===== src/rtl/mod_counter_if.sv =====
// Control and status bundle for mod_counter: the master drives the count
// controls and the slave (the counter) returns count, terminal count and wrap.
interface mod_counter_if #(
  parameter int WIDTH = 32
);
  logic             i_ce;
  logic             i_clear;
  logic             i_load;
  logic [WIDTH-1:0] i_load_value;
  logic             i_up;
  logic [WIDTH-1:0] o_count;
  logic             o_tc;
  logic             o_wrap;

  modport master (
    output i_ce, i_clear, i_load, i_load_value, i_up,
    input  o_count, o_tc, o_wrap
  );

  modport slave (
    input  i_ce, i_clear, i_load, i_load_value, i_up,
    output o_count, o_tc, o_wrap
  );
endinterface


===== src/rtl/mod_counter.sv =====
// Up/down modulo counter with load, clear, wrap/saturate and range-end pulse.
// Optional MOD_COUNTER_PRESCALER_EN inserts an i_ce prescaler before the count.
module mod_counter #(
  parameter int               WIDTH    = 32,
  parameter logic [WIDTH-1:0] INIT     = '0,
  parameter logic [WIDTH-1:0] MAX      = '1,
  parameter bit               SATURATE = 1'b0
`ifdef MOD_COUNTER_PRESCALER_EN
  ,
  parameter int               PRESCALE = 1
`endif
) (
  input  logic         i_clock,
  input  logic         i_reset,
  mod_counter_if.slave bus
);

  logic [WIDTH-1:0] count;
  logic [WIDTH-1:0] count_nxt;
  logic             wrap;
  logic             wrap_nxt;
  logic             step;

  function automatic logic [WIDTH-1:0] clamp_load(input logic [WIDTH-1:0] v);
    return (v > MAX) ? MAX : v;
  endfunction

  // Range ends are tested before any +1/-1 so the sum never needs a carry bit.
  function automatic logic [WIDTH-1:0] next_value(input logic [WIDTH-1:0] c,
                                                 input logic             up);
    if (up) begin
      if (c == MAX) return SATURATE ? MAX : '0;
      return c + 1'b1;
    end
    if (c == '0) return SATURATE ? '0 : MAX;
    return c - 1'b1;
  endfunction

  function automatic logic at_end(input logic [WIDTH-1:0] c, input logic up);
    return up ? (c == MAX) : (c == '0);
  endfunction

`ifdef MOD_COUNTER_PRESCALER_EN
  localparam int             PW       = (PRESCALE > 1) ? $clog2(PRESCALE) : 1;
  localparam logic [PW-1:0]  PRE_LAST = PW'(PRESCALE - 1);

  logic [PW-1:0] pre;
  logic [PW-1:0] pre_nxt;

  assign step = (pre == PRE_LAST);

  always_comb begin
    pre_nxt = pre;
    if (bus.i_clear || bus.i_load) pre_nxt = '0;
    else if (bus.i_ce)             pre_nxt = step ? '0 : pre + 1'b1;
  end

  always_ff @(posedge i_clock or posedge i_reset) begin
    if (i_reset) pre <= '0;
    else         pre <= pre_nxt;
  end
`else
  assign step = 1'b1;
`endif

  always_comb begin
    count_nxt = count;
    wrap_nxt  = 1'b0;
    if (bus.i_clear) begin
      count_nxt = INIT;
    end else if (bus.i_load) begin
      count_nxt = clamp_load(bus.i_load_value);
    end else if (bus.i_ce && step) begin
      count_nxt = next_value(count, bus.i_up);
      wrap_nxt  = at_end(count, bus.i_up);
    end
  end

  always_ff @(posedge i_clock or posedge i_reset) begin
    if (i_reset) begin
      count <= INIT;
      wrap  <= 1'b0;
    end else begin
      count <= count_nxt;
      wrap  <= wrap_nxt;
    end
  end

  assign bus.o_count = count;
  assign bus.o_wrap  = wrap;
  assign bus.o_tc    = at_end(count, bus.i_up);

endmodule


===== src/flat_wrapper.sv =====
// flat-port wrapper written by rule: the top's interface ports become plain ports
module mod_counter_flat 
#(
  parameter int               WIDTH    = 32,
  parameter logic [WIDTH-1:0] INIT     = '0,
  parameter logic [WIDTH-1:0] MAX      = '1,
  parameter bit               SATURATE = 1'b0

)
  (i_clock, i_reset, bus_i_ce, bus_i_clear, bus_i_load, bus_i_load_value, bus_i_up, bus_o_count, bus_o_tc, bus_o_wrap);
  mod_counter_if #(.WIDTH(WIDTH)) bus_i ();
  input  logic i_clock;
  input  logic i_reset;
  input wire logic [$bits(bus_i.i_ce)-1:0] bus_i_ce;
  input wire logic [$bits(bus_i.i_clear)-1:0] bus_i_clear;
  input wire logic [$bits(bus_i.i_load)-1:0] bus_i_load;
  input wire logic [$bits(bus_i.i_load_value)-1:0] bus_i_load_value;
  input wire logic [$bits(bus_i.i_up)-1:0] bus_i_up;
  output wire logic [$bits(bus_i.o_count)-1:0] bus_o_count;
  output wire logic [$bits(bus_i.o_tc)-1:0] bus_o_tc;
  output wire logic [$bits(bus_i.o_wrap)-1:0] bus_o_wrap;
  assign bus_i.i_ce = bus_i_ce;
  assign bus_i.i_clear = bus_i_clear;
  assign bus_i.i_load = bus_i_load;
  assign bus_i.i_load_value = bus_i_load_value;
  assign bus_i.i_up = bus_i_up;
  assign bus_o_count = bus_i.o_count;
  assign bus_o_tc = bus_i.o_tc;
  assign bus_o_wrap = bus_i.o_wrap;
  mod_counter #(.WIDTH(WIDTH), .INIT(INIT), .MAX(MAX), .SATURATE(SATURATE)) u_core (.i_clock(i_clock), .i_reset(i_reset), .bus(bus_i));
endmodule

===== config.mk =====
export PLATFORM = sky130hd
export DESIGN_NAME = mod_counter_flat
export DESIGN_NICKNAME = d
export VERILOG_FILES = /design/src/rtl/mod_counter_if.sv /design/src/rtl/mod_counter.sv /design/src/flat_wrapper.sv
export SDC_FILE = /design/constraint.sdc
export NUM_CORES = 1
export LEC_CHECK = 0
export ABC_AREA = 1
export ABC_CLOCK_PERIOD_IN_PS = 2700
export BUFFER_PORTS_ARGS = -buffer_cell sky130_fd_sc_hd__buf_2
export CORE_MARGIN = 2
export CORE_UTILIZATION = 56
export DETAILED_ROUTE_END_ITERATION = 12
export PLACE_DENSITY = 0.8
export SETUP_SLACK_MARGIN = 0.2
export SKIP_LAST_GASP = 1
export SLEW_MARGIN = 20
export SYNTH_ARGS = -nofsm -noshare
export SYNTH_HDL_FRONTEND = slang
export SYNTH_SLANG_ARGS = --single-unit

===== constraint.sdc =====
create_clock -name i_clock -period 2.7 [get_ports i_clock]
set_clock_uncertainty 0.15 [all_clocks]
set_input_delay 0.27 -clock i_clock [delete_from_list [all_inputs] [get_ports i_clock]]
set_output_delay 0.27 -clock i_clock [all_outputs]
set_load 0.05 [all_outputs]

==> results of run 1 <==
==> synth_stat cells (11+ instances only) <==
cell type | count | area share
a21oi_1 | 11 | 0.013
buf_2 | 16 | 0.019
clkbuf_1 | 14 | 0.013
dfrtp_1 | 33 | 0.20
inv_1 | 57 | 0.052
nand2_1 | 340 | 0.31
nand3_1 | 91 | 0.11
nand4_1 | 12 | 0.018
nor2_1 | 89 | 0.081
nor2_2 | 13 | 0.020
o21ai_0 | 21 | 0.025
o21ai_1 | 12 | 0.015
xor2_1 | 16 | 0.034
==> worst max-delay path, delay by kind of cell, from the launching register on <==
kind                       cells  cell delay (ps)
buffers and inverters          1              160
DFF                            1              400
adders and majority gates      1              210
and+or+nand+nor                8              890
==> power by group <==
group | total, mW | internal (mW) | switching, mW
logic | 0.826 | 0.241 | 0.585
clock network | 0.442 | 0.231 | 0.211
registers | 0.630 | 0.534 | 0.0964
==> state kept, by name, summed over array words and instances (netlist names) <==
name,count
u_core.bus.o_wrap,1
u_core.bus.o_count,32
==> what timing repair did <==
action / in CTS / in global routing
hold buffers: 1 / 0
pin swaps: 1 / 1
gates resized for setup: 4 / 14
cloned: 0 / 0
hold endpoints to repair: 14 / 0
setup buffers: 1 / 3
endpoints found under the setup margin: 1 / 1
==> per-stage QoR <==
step | cells | area [sq um] | power [mW] | utilization | setup WS, ps
after CTS | 916 | 4590 | 1.88 | 0.636 | 208
after global placement | 906 | 4460 | 1.43 | 0.619 | 512
final | 919 | 4640 | 1.90 | 0.643 | 318
after global routing | 919 | 4640 | 2.02 | 0.643 | 202
after detailed placement | 906 | 4460 | 1.44 | 0.619 | 461
after floorplan | 769 | 4130 | 1.24 | - | 265
==> cell families after synthesis <==
| group | after synthesis |
|---|---|
| AO/OA/AOI/OAI | 44 |
| XOR/XNOR | 19 |
| adder cells (fa/ha/maj) | 3 |
| buffers and inverters | 101 |
| flip-flops | 33 |
| AND/OR/NAND/NOR | 569 |
==> final cells by class <==
cell class,count,area [sq um],area share
clock buffers,7,96.3,0.0208
clock inverters,1,5.00,0.00108
inverters,58,218,0.0469
multi-input cells,635,2880,0.622
flip-flops and latches,33,836,0.180
well taps,99,124,0.0267
repair buffers,86,477,0.103
==> how the worst max path moves through the flow <==
stage	start	end	slack, ps
2_1_floorplan	u_core.bus.o_count[1]	bus_o_tc	260
3_3_place_gp	u_core.bus.o_count[3]	bus_o_tc	510
3_5_place_dp	u_core.bus.o_count[3]	bus_o_tc	460
4_1_cts	u_core.bus.o_count[5]	bus_o_tc	210
5_1_grt	u_core.bus.o_count[0]	bus_o_tc	200
6_report	u_core.bus.o_count[0]	bus_o_tc	320
==> layer usage <==
metal  share of wire  wire length (microns)  vias to the layer above  track usage
li1                -                      -                     2495            -
met1            0.43                   6180                     2295        0.496
met2            0.45                   6430                      261        0.563
met3           0.091                   1300                       32       0.0427
met4           0.028                    404                        0        0.124
met5               0                      0                        -            0
==> results.cfg, run 1 <==
[setup_path]
cp_slowest_stage_delay_ps = 400
critPathArrivalTime_ps = 1960
timing.critical_path.from_type = flip-flop
worst-setup-path-type = flip-flop to output pin
cp_cell_sequence = ha_2, nand2_2, nor2_4, nand2_4, nor2_4, nand2_2, nor2_4, nand3_4, nand2_2, buf_6
timing.rr.end = u_core.bus.o_count[29]
worst_ep_required_time_ps = 2280
r2r_setup_slack_ps = 500
largest_fanout_of_any_net_on_the_critical_path = 7
reg2reg_from = u_core.bus.o_count[2]
worstRegToRegCells = 10
setup.worst_path.end_class = output pin
critical-path-slowest-cell = dfrtp_1

[yosys]
yosys.area_share.xor_xnor = 0.0403
synth_compound_area_frac = 0.0533
arithmetic_cell_share_of_the_synthesized_area_counting_full_adders_half_adders_and_majority_gates = 0.00908
simple_logic_cell_fraction_of_the_synthesized_area = 0.589
synth.ff_latch_count = 33
ys_seq_area_frac = 0.200
synth.area.mux_share = 0
synth-main-ff-cell = dfrtp_1
yosysWarnings = 0
synth_top_family_by_area = simple AND/OR/NAND/NOR gates
postSynthNetCount = 810
syn_area_per_cell_sq_um = 5.38
post_synth_instance_area_sq_mm = 0.00413
synthesized_netlist_cell_count = 769
synth_cell_types = 28
ys_async_sr_fraction = 1.00
synth-edff-count = 0

[worst_hold_path]
hold_critical_path_depth = 5
min-delay-path-class = input pin to flip-flop
hold-path-endpoint = u_core.bus.o_count[20]
worst_hold_startpoint = bus_i_load_value[20]

[timing]
finalSetupTns_ps = 0
slew_viol_final = 0
finalSetupViolations = 0
slew_headroom = 0.540
max_slew.worst_pin.slew_ps = 688
max_freq_ghz = 0.420
final.min_clock_period_ps = 2380
grt_setup_unrepaired = false
worst_slack_on_hold_paths_ps = 149
report.final.hold_viol_count = 0
final.period_utilization = 0.882

[floorplanning]
die_x_microns = 89.9
design.die.area_sq_mm = 0.00809
design.portCount = 72
starting_density_of_the_core = 0.573
floorplan.core_area_sq_mm = 0.00721
placementRows = 31
die_h_microns = 89.9

[routing]
drtAntennaViolNets = 0
detail_route.wl_per_cell_microns = 15.6
finalWirelength_mm = 14.3
drt_first_pass_iters = 5
initialDrtViolationCount = 396
drc_errors = 0
routed_via_density = 5.53
vias = 5083

[finish]
final_nets = 860
final_common_cell = nand2_1
antennaDiodeCount = 0
layout-drive-gt1-share = 0.170
syn2layout_area_growth_pct = 12.2
fillers = 773
layout_common_cells = nand2_1 (339), nand3_1 (91), nor2_1 (84)

[clock_network]
cts-root-to-sink-buffers = 2
cts_tree = built
cts_made_buffers = 5
cts.sinks = 33
worst_setup_hold_path_clk_slew_ps = 80
clock_insertion_delay_worst_skew_ps = 300
ctsRootBufferMaster = clkbuf_8
htree_num_levels = 2

[global_routing]
grt_first_pass_wirelength_mm = 23.2
grt_max_degree = 35
first_global_vias = 4679
globalRouteOverflowTotal = 0
total_routing_usage_reported_by_global_routing = 0.353
grt_antenna_before_repair = 0

[placed_design]
port_buffers = 71
hpwl_mm = 10.8
place_congestion = 0.969

[power_and_ir_drop]
vdd_drop_max_mv = 0.261
leakage_nw = 2.45
powerDensity_mw_per_mm2 = 409

[status]
status = finished clean

[run]
cap_violations = 0
Power figures use the tool's default switching activity.
==> run 2: changes to the inputs <==
--- a/config.mk
+++ b/config.mk
@@ -10,6 +10,7 @@
 export BUFFER_PORTS_ARGS = -buffer_cell sky130_fd_sc_hd__buf_2
 export CORE_MARGIN = 2
 export CORE_UTILIZATION = 56
+export CTS_BUF_LIST = sky130_fd_sc_hd__clkbuf_16
 export DETAILED_ROUTE_END_ITERATION = 12
 export PLACE_DENSITY = 0.8
 export SETUP_SLACK_MARGIN = 0.2
==> results.cfg, run 2 (synthesis gave the netlist of run 1 again) <==
[power_and_ir_drop]
p_int_mw = 1.11
seq_power_share = 0.311
powerDensity_mw_per_mm2 = 429
power_dissipated_by_switching_net_loads_mw = 0.917
final_power_mw = 2.03
combPwrFrac = 0.411
power_switching_share = 0.452
power.clock.fraction = 0.279
vdd_drop_max_mv = 0.288
leakage_nw = 2.50

[setup_path]
worst-setup-path-type = flip-flop to output pin
critical-path-slowest-cell = dfrtp_1
worstRegToRegCells = 13
reg2reg_from = u_core.bus.o_count[1]
startpoint = u_core.bus.o_count[1]
setup.worst_path.end_class = output pin
cp_slowest_stage_delay_ps = 400
largest_fanout_of_any_net_on_the_critical_path = 6
critPathArrivalTime_ps = 1990
worst_ep_required_time_ps = 2280
cp_cell_sequence = ha_2, nand2_2, nor2_4, nand2_4, nor2_4, nand2_2, nor2_4, nand3_4, nand2_2, buf_8
timing.critical_path.from_type = flip-flop

[finish]
multi_input_area_sq_mm = 0.00288
final-seq-area_sq_um = 833
syn2layout_area_growth_pct = 14.4
final_nets = 867
antennaDiodeCount = 0
final_common_cell = nand2_1
layout_common_cells = nand2_1 (339), nand3_1 (91), nor2_1 (84)
layout-drive-gt1-share = 0.172
max_reg_flops = 32
fillers = 752

[clock_network]
cts.sinks = 33
clock_insertion_delay_worst_skew_ps = 280
cts-root-to-sink-buffers = 2
worst_setup_hold_path_clk_slew_ps = 60
cts_made_buffers = 5
cts_tree = built
htree_num_levels = 2
ctsRootBufferMaster = clkbuf_16

[global_routing]
grt_antenna_before_repair = 0
first_global_vias = 4679
grt_first_pass_wirelength_mm = 23.2
grt_max_degree = 35
total_routing_usage_reported_by_global_routing = 0.352
globalRouteOverflowTotal = 0

[routing]
drt_first_pass_iters = 5
finalWirelength_mm = 14.5
drtAntennaViolNets = 0
drc_errors = 0
routed_via_density = 5.49
vias = 5088
detail_route.wl_per_cell_microns = 15.6
initialDrtViolationCount = 471

[timing]
slew_headroom = 0.536
final.period_utilization = 0.891
finalSetupTns_ps = 0
max_slew.worst_pin.slew_ps = 695
slew_viol_final = 0
finalSetupViolations = 0
final.min_clock_period_ps = 2410
worst_slack_on_hold_paths_ps = 165
grt_setup_unrepaired = false
max_freq_ghz = 0.416
report.final.hold_viol_count = 0

[floorplanning]
die_h_microns = 89.9
starting_density_of_the_core = 0.573
design.portCount = 72
design.die.area_sq_mm = 0.00809
placementRows = 31
die_x_microns = 89.9
floorplan.core_area_sq_mm = 0.00721

[run]
cap_violations = 0

[placed_design]
place_congestion = 0.969
hpwl_mm = 10.8
port_buffers = 71

[status]
status = finished clean

[worst_hold_path]
worst_hold_startpoint = bus_i_load_value[7]
hold_critical_path_depth = 5
min-delay-path-class = input pin to flip-flop
## run 2: area by class of cell
type / count / area share
inverters: 58 / 0.0465
clock buffers: 5 / 0.0264
clock inverters: 3 / 0.00264
well taps: 99 / 0.0262
multi-input cells: 635 / 0.609
repair buffers: 93 / 0.113
flip-flops and latches: 33 / 0.176
## run 2: power groups by stage
| stage | clock [mW] | combinational [mW] | sequential (mW) |
|---|---|---|---|
| 3_5_place_dp | 0 | 0.807 | 0.630 |
| 2_1_floorplan | 0 | 0.530 | 0.711 |
| 6_report | 0.565 | 0.834 | 0.630 |
| 3_3_place_gp | 0 | 0.800 | 0.627 |
| 4_1_cts | 0.567 | 0.812 | 0.622 |
| 5_1_grt | 0.586 | 0.914 | 0.638 |
## run 2: layer usage
| metal | up-vias | part of all wire | GRT usage |
|---|---|---|---|
| met5 | - | 0 | 0 |
| met4 | 0 | 0.024 | 0.110 |
| met3 | 27 | 0.088 | 0.0402 |
| met2 | 265 | 0.45 | 0.569 |
| met1 | 2286 | 0.43 | 0.494 |
| li1 | 2510 | - | - |
## run 2: final timing paths
kind	end	slack, ps
min	u_core.bus.o_count[7]	170
min in group asynchronous	u_core.bus.o_count[13]	470
max reg2reg	u_core.bus.o_count[19]	430
max in group asynchronous	u_core.bus.o_count[22]	1180
max	bus_o_tc	290
min reg2reg	u_core.bus.o_count[31]	460
## run 2: timing repair
item,4_1_cts,5_1_grt
endpoints found under the setup margin,1,1
pin swaps,0,6
resized for setup,3,15
hold buffers,1,0
endpoints found under the hold margin,14,0
buffers inserted,0,11
## run 2: stage by stage
step | instance area, sq um | cells | util | setup WS, ps
finish | 4730 | 926 | 0.656 | 294
global route | 4730 | 926 | 0.656 | 193
CTS | 4620 | 915 | 0.640 | 215
detailed placement | 4460 | 906 | 0.619 | 461
global placement | 4460 | 906 | 0.619 | 512
floorplan | 4130 | 769 | - | 265
## run 2: worst max-delay path: cells and delay by family, from the launching register on
| family | cells | cell delay (ps) |
|---|---|---|
| fa+ha+maj | 1 | 210 |
| buf+inv | 1 | 140 |
| flops | 1 | 400 |
| simple gates | 8 | 950 |
